`src/rtl/bool_func_sweep_ctrl_if.sv`:
```
// Control/observe bundle between the sweep sequencer, the board control and the
// Boolean function under test.
interface bool_func_sweep_ctrl_if #(
    parameter int N_IN  = 3,
    parameter int CNT_W = 4
);
    localparam int TT_W = 2 ** N_IN;

    // start is a level request taken only while IDLE (abort low); done is a
    // one-cycle pulse; tt/tt_valid/pass/mismatch_cnt hold until the next accepted start.
    logic              start;
    logic              abort;
    logic [TT_W-1:0]   exp_tt;
    logic [N_IN-1:0]   fn_in;
    logic              fn_out;
    logic              busy;
    logic              done;
    logic [TT_W-1:0]   tt;
    logic              tt_valid;
    logic              pass;
    logic [CNT_W-1:0]  mismatch_cnt;
    logic [1:0]        state_dbg;

    modport master (
        output start, abort, exp_tt, fn_out,
        input  fn_in, busy, done, tt, tt_valid, pass, mismatch_cnt, state_dbg
    );

    modport slave (
        input  start, abort, exp_tt, fn_out,
        output fn_in, busy, done, tt, tt_valid, pass, mismatch_cnt, state_dbg
    );
endinterface

```
`src/rtl/bool_func_sweep_ctrl.sv`:
```
// Sweeps every input vector of a small Boolean function, samples its output after a
// settle time, and compares the measured truth table against a latched expected table.
module bool_func_sweep_ctrl #(
    parameter int N_IN          = 3,
    parameter int SETTLE_CYCLES = 2,
    parameter int CNT_W         = 4
) (
    input  logic                   clk,
    input  logic                   rst,
    bool_func_sweep_ctrl_if.slave  bus
);
    localparam int TT_W = 2 ** N_IN;
    localparam int SC_W = (SETTLE_CYCLES > 1) ? $clog2(SETTLE_CYCLES) : 1;
    localparam logic [SC_W-1:0] SETTLE_LAST =
        (SETTLE_CYCLES > 0) ? SC_W'(SETTLE_CYCLES - 1) : '0;
    localparam logic [N_IN-1:0] IDX_LAST = N_IN'(TT_W - 1);

    typedef enum logic [1:0] {
        S_IDLE   = 2'd0,
        S_SETTLE = 2'd1,
        S_SAMPLE = 2'd2,
        S_DONE   = 2'd3
    } state_e;

    // With no settle time every vector goes straight to its sample cycle.
    localparam state_e S_FIRST = (SETTLE_CYCLES == 0) ? S_SAMPLE : S_SETTLE;

    state_e            state_q, state_d;
    logic [N_IN-1:0]   idx_q, idx_d;
    logic [SC_W-1:0]   cnt_q, cnt_d;
    logic [TT_W-1:0]   tt_q, tt_d;
    logic [TT_W-1:0]   exp_q, exp_d;
    logic              valid_q, valid_d;
    logic [CNT_W-1:0]  mism;

    always_ff @(posedge clk) begin
        if (rst) begin
            state_q <= S_IDLE;
            idx_q   <= '0;
            cnt_q   <= '0;
            tt_q    <= '0;
            exp_q   <= '0;
            valid_q <= 1'b0;
        end else begin
            state_q <= state_d;
            idx_q   <= idx_d;
            cnt_q   <= cnt_d;
            tt_q    <= tt_d;
            exp_q   <= exp_d;
            valid_q <= valid_d;
        end
    end

    always_comb begin
        state_d = state_q;
        idx_d   = idx_q;
        cnt_d   = cnt_q;
        tt_d    = tt_q;
        exp_d   = exp_q;
        valid_d = valid_q;
        case (state_q)
            S_IDLE: begin
                idx_d = '0;
                if (bus.start && !bus.abort) begin
                    exp_d   = bus.exp_tt;
                    tt_d    = '0;
                    valid_d = 1'b0;
                    cnt_d   = '0;
                    state_d = S_FIRST;
                end
            end
            S_SETTLE: begin
                if (bus.abort) begin
                    idx_d   = '0;
                    cnt_d   = '0;
                    state_d = S_IDLE;
                end else if (cnt_q == SETTLE_LAST) begin
                    cnt_d   = '0;
                    state_d = S_SAMPLE;
                end else begin
                    cnt_d = cnt_q + 1'b1;
                end
            end
            S_SAMPLE: begin
                // An aborted sample cycle leaves the partial table untouched.
                if (bus.abort) begin
                    idx_d   = '0;
                    cnt_d   = '0;
                    state_d = S_IDLE;
                end else begin
                    tt_d[idx_q] = bus.fn_out;
                    if (idx_q == IDX_LAST) begin
                        valid_d = 1'b1;
                        state_d = S_DONE;
                    end else begin
                        idx_d   = idx_q + 1'b1;
                        cnt_d   = '0;
                        state_d = S_FIRST;
                    end
                end
            end
            S_DONE: begin
                idx_d   = '0;
                state_d = S_IDLE;
            end
            default: state_d = S_IDLE;
        endcase
    end

    always_comb begin
        mism = '0;
        for (int i = 0; i < TT_W; i++) begin
            mism = mism + CNT_W'(tt_q[i] ^ exp_q[i]);
        end
    end

    assign bus.fn_in        = idx_q;
    assign bus.busy         = (state_q == S_SETTLE) || (state_q == S_SAMPLE);
    assign bus.done         = (state_q == S_DONE);
    assign bus.tt           = tt_q;
    assign bus.tt_valid     = valid_q;
    assign bus.pass         = valid_q && (tt_q == exp_q);
    assign bus.mismatch_cnt = valid_q ? mism : '0;
    assign bus.state_dbg    = state_q;
endmodule

```
`src/flat_wrapper.sv`:
```
// flat-port wrapper written by rule: the top's interface ports become plain ports
module bool_func_sweep_ctrl_flat 
#(
    parameter int N_IN          = 3,
    parameter int SETTLE_CYCLES = 2,
    parameter int CNT_W         = 4
)
  (clk, rst, bus_start, bus_abort, bus_exp_tt, bus_fn_out, bus_fn_in, bus_busy, bus_done, bus_tt, bus_tt_valid, bus_pass, bus_mismatch_cnt, bus_state_dbg);
  bool_func_sweep_ctrl_if #(.N_IN(N_IN), .CNT_W(CNT_W)) bus_i ();
  input  logic clk;
  input  logic rst;
  input wire logic [$bits(bus_i.start)-1:0] bus_start;
  input wire logic [$bits(bus_i.abort)-1:0] bus_abort;
  input wire logic [$bits(bus_i.exp_tt)-1:0] bus_exp_tt;
  input wire logic [$bits(bus_i.fn_out)-1:0] bus_fn_out;
  output wire logic [$bits(bus_i.fn_in)-1:0] bus_fn_in;
  output wire logic [$bits(bus_i.busy)-1:0] bus_busy;
  output wire logic [$bits(bus_i.done)-1:0] bus_done;
  output wire logic [$bits(bus_i.tt)-1:0] bus_tt;
  output wire logic [$bits(bus_i.tt_valid)-1:0] bus_tt_valid;
  output wire logic [$bits(bus_i.pass)-1:0] bus_pass;
  output wire logic [$bits(bus_i.mismatch_cnt)-1:0] bus_mismatch_cnt;
  output wire logic [$bits(bus_i.state_dbg)-1:0] bus_state_dbg;
  assign bus_i.start = bus_start;
  assign bus_i.abort = bus_abort;
  assign bus_i.exp_tt = bus_exp_tt;
  assign bus_i.fn_out = bus_fn_out;
  assign bus_fn_in = bus_i.fn_in;
  assign bus_busy = bus_i.busy;
  assign bus_done = bus_i.done;
  assign bus_tt = bus_i.tt;
  assign bus_tt_valid = bus_i.tt_valid;
  assign bus_pass = bus_i.pass;
  assign bus_mismatch_cnt = bus_i.mismatch_cnt;
  assign bus_state_dbg = bus_i.state_dbg;
  bool_func_sweep_ctrl #(.N_IN(N_IN), .SETTLE_CYCLES(SETTLE_CYCLES), .CNT_W(CNT_W)) u_core (.clk(clk), .rst(rst), .bus(bus_i));
endmodule
```
`config.mk`:
```
export PLATFORM = sky130hd
export DESIGN_NAME = bool_func_sweep_ctrl_flat
export DESIGN_NICKNAME = d
export VERILOG_FILES = /design/src/rtl/bool_func_sweep_ctrl_if.sv /design/src/rtl/bool_func_sweep_ctrl.sv /design/src/flat_wrapper.sv
export SDC_FILE = /design/constraint.sdc
export NUM_CORES = 1
export LEC_CHECK = 0
export CAP_MARGIN = 20
export CORE_MARGIN = 5
export CORE_UTILIZATION = 49
export DETAILED_ROUTE_END_ITERATION = 8
export GPL_TIMING_DRIVEN = 0
export PLACE_DENSITY = 0.77
export SLEW_MARGIN = 20
export SYNTH_ARGS = -nofsm -noshare
export SYNTH_HDL_FRONTEND = slang
export SYNTH_SLANG_ARGS = --single-unit
```
`constraint.sdc`:
```
create_clock -name clk -period 4.7 [get_ports clk]
set_input_delay 0.705 -clock clk [delete_from_list [all_inputs] [get_ports clk]]
set_output_delay 0.705 -clock clk [all_outputs]
set_load 0.03 [all_outputs]
```
# Word level (Yosys, flattened, before mapping)
# Cells that the tools add are included.
[totals] register_bits=23 word_cells=77 in_bits=13
[classes] eq_ne=11 mux=26 n_reduce_logical=15 n_lt_le_gt_ge=2 add_sub_neg=9 bitwise=8
[ops] operator="4-bit adder" count=7
[ops] operator="8-bit 2-to-1 mux" count=2
[ops] operator="8-bit one-hot mux with 2 select lines" count=1
[ops] operator="2-bit 2-to-1 mux" count=5
[ops] operator="3-bit 2-to-1 mux" count=3
[ops] operator="3-bit one-hot mux with 3 select lines" count=1
[ops] operator="8-bit bitwise mux" count=1
[ops] operator="8-bit equality test" count=1
[ops] operator="1-bit 2-to-1 mux" count=8
[ops] operator="2-bit one-hot mux with 4 select lines" count=1
[ops] operator="1-bit bitwise XOR" count=8
[ops] operator="2-bit AND reduction" count=3
[ops] operator="3-bit AND reduction" count=2
[ops] operator="2-bit equality test (second input constant)" count=2
[ops] operator="3-bit by 4-bit less-than comparator with 1-bit output (second input constant)" count=1
[ops] operator="4-bit 2-to-1 mux" count=1
[ops] operator="2-bit by 1-bit inequality test with 1-bit output (second input constant)" count=2
[ops] operator="2-bit inequality test (second input constant)" count=2
[ops] operator="4-bit AND reduction" count=1
[ops] operator="3-bit by 1-bit adder with 3-bit output (second input constant)" count=1
[ops] operator="1-bit demux with 3-bit select" count=1
[ops] operator="3-bit equality test (second input constant)" count=1
[ops] operator="3-bit by 1-bit >= comparator with 1-bit output (second input constant)" count=1
[ops] operator="1-bit logical AND" count=3
[ops] operator="other kinds (12)" count=12

# Logic depth before layout (Yosys ltp)
[logic_depth] word_depth=9 ltp_mapped=12 mapped_depth_nobuf=12

# Worst setup path before layout
# OpenSTA, ideal clock, no wires.
[synth_timing] kind="register -> output" startpoint="register u_core.tt_q[7], in the netlist u_core.bus.tt[7]" endpoint="output port bus_mismatch_cnt[1]" required_time_ns=3.995 path_slack_ns=0.469 path_buffers=0 stages_incl_launch_ff=12 t_arrival_ns=3.526 path_cell_list="dfxtp_1 > xnor2_1 > inv_1 > fa_1 > fa_1 > inv_1 > fa_1 > inv_1 > ha_1 > inv_1 > fa_1 > nor2b_1"
[synth_via] elab_chain_len=3
[synth_rtl] element="start, declared" line_no="bool_func_sweep_ctrl.sv:31" source="logic [TT_W-1:0] tt_q, tt_d;"
[synth_rtl] element="start signal, assigned" line_no="bool_func_sweep_ctrl.sv:48" source="tt_q <= tt_d;"
[synth_rtl] element="1-bit bitwise XOR" line_no="bool_func_sweep_ctrl.sv:113" source="mism = mism + CNT_W'(tt_q[i] ^ exp_q[i]);"
[synth_rtl] element="4-bit adder" line_no="bool_func_sweep_ctrl.sv:113"
[synth_rtl] element="4-bit 2-to-1 mux" line_no="bool_func_sweep_ctrl.sv:123" source="assign bus.mismatch_cnt = valid_q ? mism : '0;"
[synth_rtl] element="end, declared" line_no="flat_wrapper.sv:22" source="output wire logic [$bits(bus_i.mismatch_cnt)-1:0] bus_mismatch_cnt;"
# Every way passes these cells.

# Worst setup path after layout
[layout_timing] startpoint="register u_core.tt_q[7], in the netlist u_core.bus.tt[7]" endpoint="output port bus_mismatch_cnt[2]"
# The elaborated chain is that of the path after synthesis.

==> out/qor.yml <==
run_status:
  status: "complete, no violations"
routing:
  firstDrtPassIters: 4
  drt_iter0_drc: 51
  drtAntennaViolNets: 0
  num_vias: 1265
  viasPerCell: 5.36
  wirelength_um: 3330
  wl_per_cell_um: 14.1
  drc: 0
power_and_ir_drop:
  irDropWorstVdd_mv: 0.207
  power.density_mw_per_mm2: 241
  power_leakage_uw: 0.000714
  total_power_uw: 437
hold_path:
  hp-class: "reg2reg"
job:
  maxCapViolations: 0
placement:
  dp_cells: 232
  dp_hpwl_um: 2670
  place_congestion: 0.790
  port_buffers: 33
floorplan:
  ioPinCount: 34
  start_util: 0.515
  die_w_um: 64.0
  rows: 19
  dieArea_mm2: 0.00410
  core_region_area_mm2: 0.00278
  die_h_um: 64.0
clock_network:
  cts_hold_buffers: 0
  worstSkewPairLatency_ps: 310
  cts-root-buf: "clkbuf_4"
  clock_path_buffers: 2
  cts_sinks: 23
  cts.htree.levels: 1
  cts_made_buffers: 3
  path_clk_slew_ps: 110
  cts_tree: "built"
global_route:
  antenna_found_initial: 0
  grt_pass1_vias: 1259
  track_usage: 0.170
  grt_pass1_wl_um: 5670
  overflow: 0
  grt_max_degree: 13
setup_path:
  crit_path_max_fanout: 3
  critPathKind: "reg2out"
  cp.required_ps: 3990
  cp-start-kind: "flop"
  arrival_ps: 3760
  endpoint_kind: "output port"
final_layout:
  layout_common_cells: "clkdlybuf4s50_1, nand2_1, dfxtp_1"
  nets: 233
  nFillCells: 245
  final_cells: 236
  final_common_cell: "clkdlybuf4s50_1"
  diodes: 0
  fin_util: 0.653
  area_growth_syn_to_layout_pct: 26.9
  layout-drive-gt1-share: 0.0780
timing:
  final.setup.tns_ps: 0
  slew_viol_final: 0
  slew_headroom: 0.685
  finalCritPeriodShare: 0.951
  hold_viol: 0
  fin_skew_ps: 14.4
  rsz0062_at_grt: "no"
  setup_viol: 0
  min_period_ps: 4470
  max_freq_ghz: 0.224
  worstMarginPinSlew_ps: 471
logic_synthesis:
  yosysWarnings: 0
  synth_top_area_frac: 0.322
  synth_nets: 195
  synth_top_cell_by_area: "dfxtp_1"
  syn_area_mm2: 0.00143
  synth-seq-cells: 23
  synthTopCellsByArea: "dfxtp_1, ha_1, a21oi_1"
  synthDistinctLibCells: 36
  ys_seq_area_frac: 0.322
  avgSynthCellArea_um2: 8.52
  synth_cells: 168
-- area by class of cell --
cell class	instances	area, um^2	area share
multi-input cells	129	901	0.496
flip-flops and latches	23	460	0.253
repair buffers	33	320	0.176
well taps	31	38.8	0.0213
inverters	10	37.5	0.0207
plain buffers	6	32.5	0.0179
clock buffers	4	26.3	0.0145
-- Yosys cell counts (all sizes together) --
library cell	count
mux2i	3
nor3b	1
nand4b	1
a221oi	1
nor4b	1
buf	3
o21ai	7
nor2b	5
a21oi	21
nand4	1
o32ai	2
nor3	2
nand2	24
nor2	11
fa	4
and2b	1
xor2	5
o21a	1
nand3	2
o211ai	2
dfxtp	23
ha	10
o21ba	1
nor4	2
xnor2	4
a21boi	6
a21o	1
and2	2
nand2b	7
or2	1
inv	10
clkbuf	3
-- kinds of logic (layout without fill, tap and decap cells) --
kind of cell | after synthesis | after routing | share of synthesized area
AO/OA/AOI/OAI | 42 | 42 | 0.181
XOR/XNOR | 9 | 9 | 0.0551
adder cells (fa/ha/maj) | 14 | 14 | 0.143
buffers and inverters | 16 | 53 | 0.0490
flip-flops | 23 | 23 | 0.322
multiplexers | 3 | 3 | 0.0210
AND/OR/NAND/NOR | 61 | 61 | 0.229
-- routing by layer --
metal	part of all wire	vias up	track usage
met5	0	-	0
met4	0.024	0	0.0597
met3	0.039	8	0.0315
met2	0.47	28	0.280
met1	0.47	583	0.222
li1	-	646	-
-- sequential cells by signal, summed over array words and instances (netlist names) --
| name | cells |
|---|---|
| u_core.exp_q | 8 |
| u_core.cnt_q | 1 |
| u_core.bus.tt | 8 |
| u_core.bus.state_dbg | 2 |
| u_core.bus.fn_in | 3 |
| u_core.bus.tt_valid | 1 |
-- path summary, 6_finish.rpt --
path	startpoint	to	slack, ps	depth (start not counted)
worst max-delay path	u_core.bus.tt[7]	bus_mismatch_cnt[2]	230	13
worst min-delay path	u_core.exp_q[7]	u_core.exp_q[7]	480	2
worst max register to register	u_core.bus.fn_in[0]	u_core.bus.fn_in[0]	3010	6
worst min register to register	u_core.exp_q[7]	u_core.exp_q[7]	480	2
-- through the flow --
stage	hold WS (ps)	worst slack (ps)	cell area [um^2]
2_1_floorplan	448	469	1430
3_3_place_gp	461	249	1800
3_5_place_dp	465	89.6	1800
4_1_cts	481	4.05	1820
5_1_grt	525	50.2	1820
6_report	479	230	1820
-- power by group --
| group | total (uW) | internal [uW] | switching (uW) |
|---|---|---|---|
| clock | 90.6 | 33.1 | 57.5 |
| combinational | 134 | 60.3 | 73.4 |
| sequential | 213 | 203 | 9.10 |
-- critical path, stage by stage (launching register included) --
cell and delay, ps:
dfxtp_1 360, xnor2_1 240, inv_1 110, fa_1 510
fa_1 550, inv_1 60, fa_1 460, inv_1 70
ha_1 170, inv_1 60, fa_1 380, xnor2_1 150
and2_1 140, clkbuf_2 200
-- what timing repair did --
action                     4_1_cts  5_1_grt
setup buffers                    0        0
cloned                           0        0
setup endpoints to repair        2        2
gates resized for setup          2        4
No activity file was read; power rests on OpenSTA's default activity.
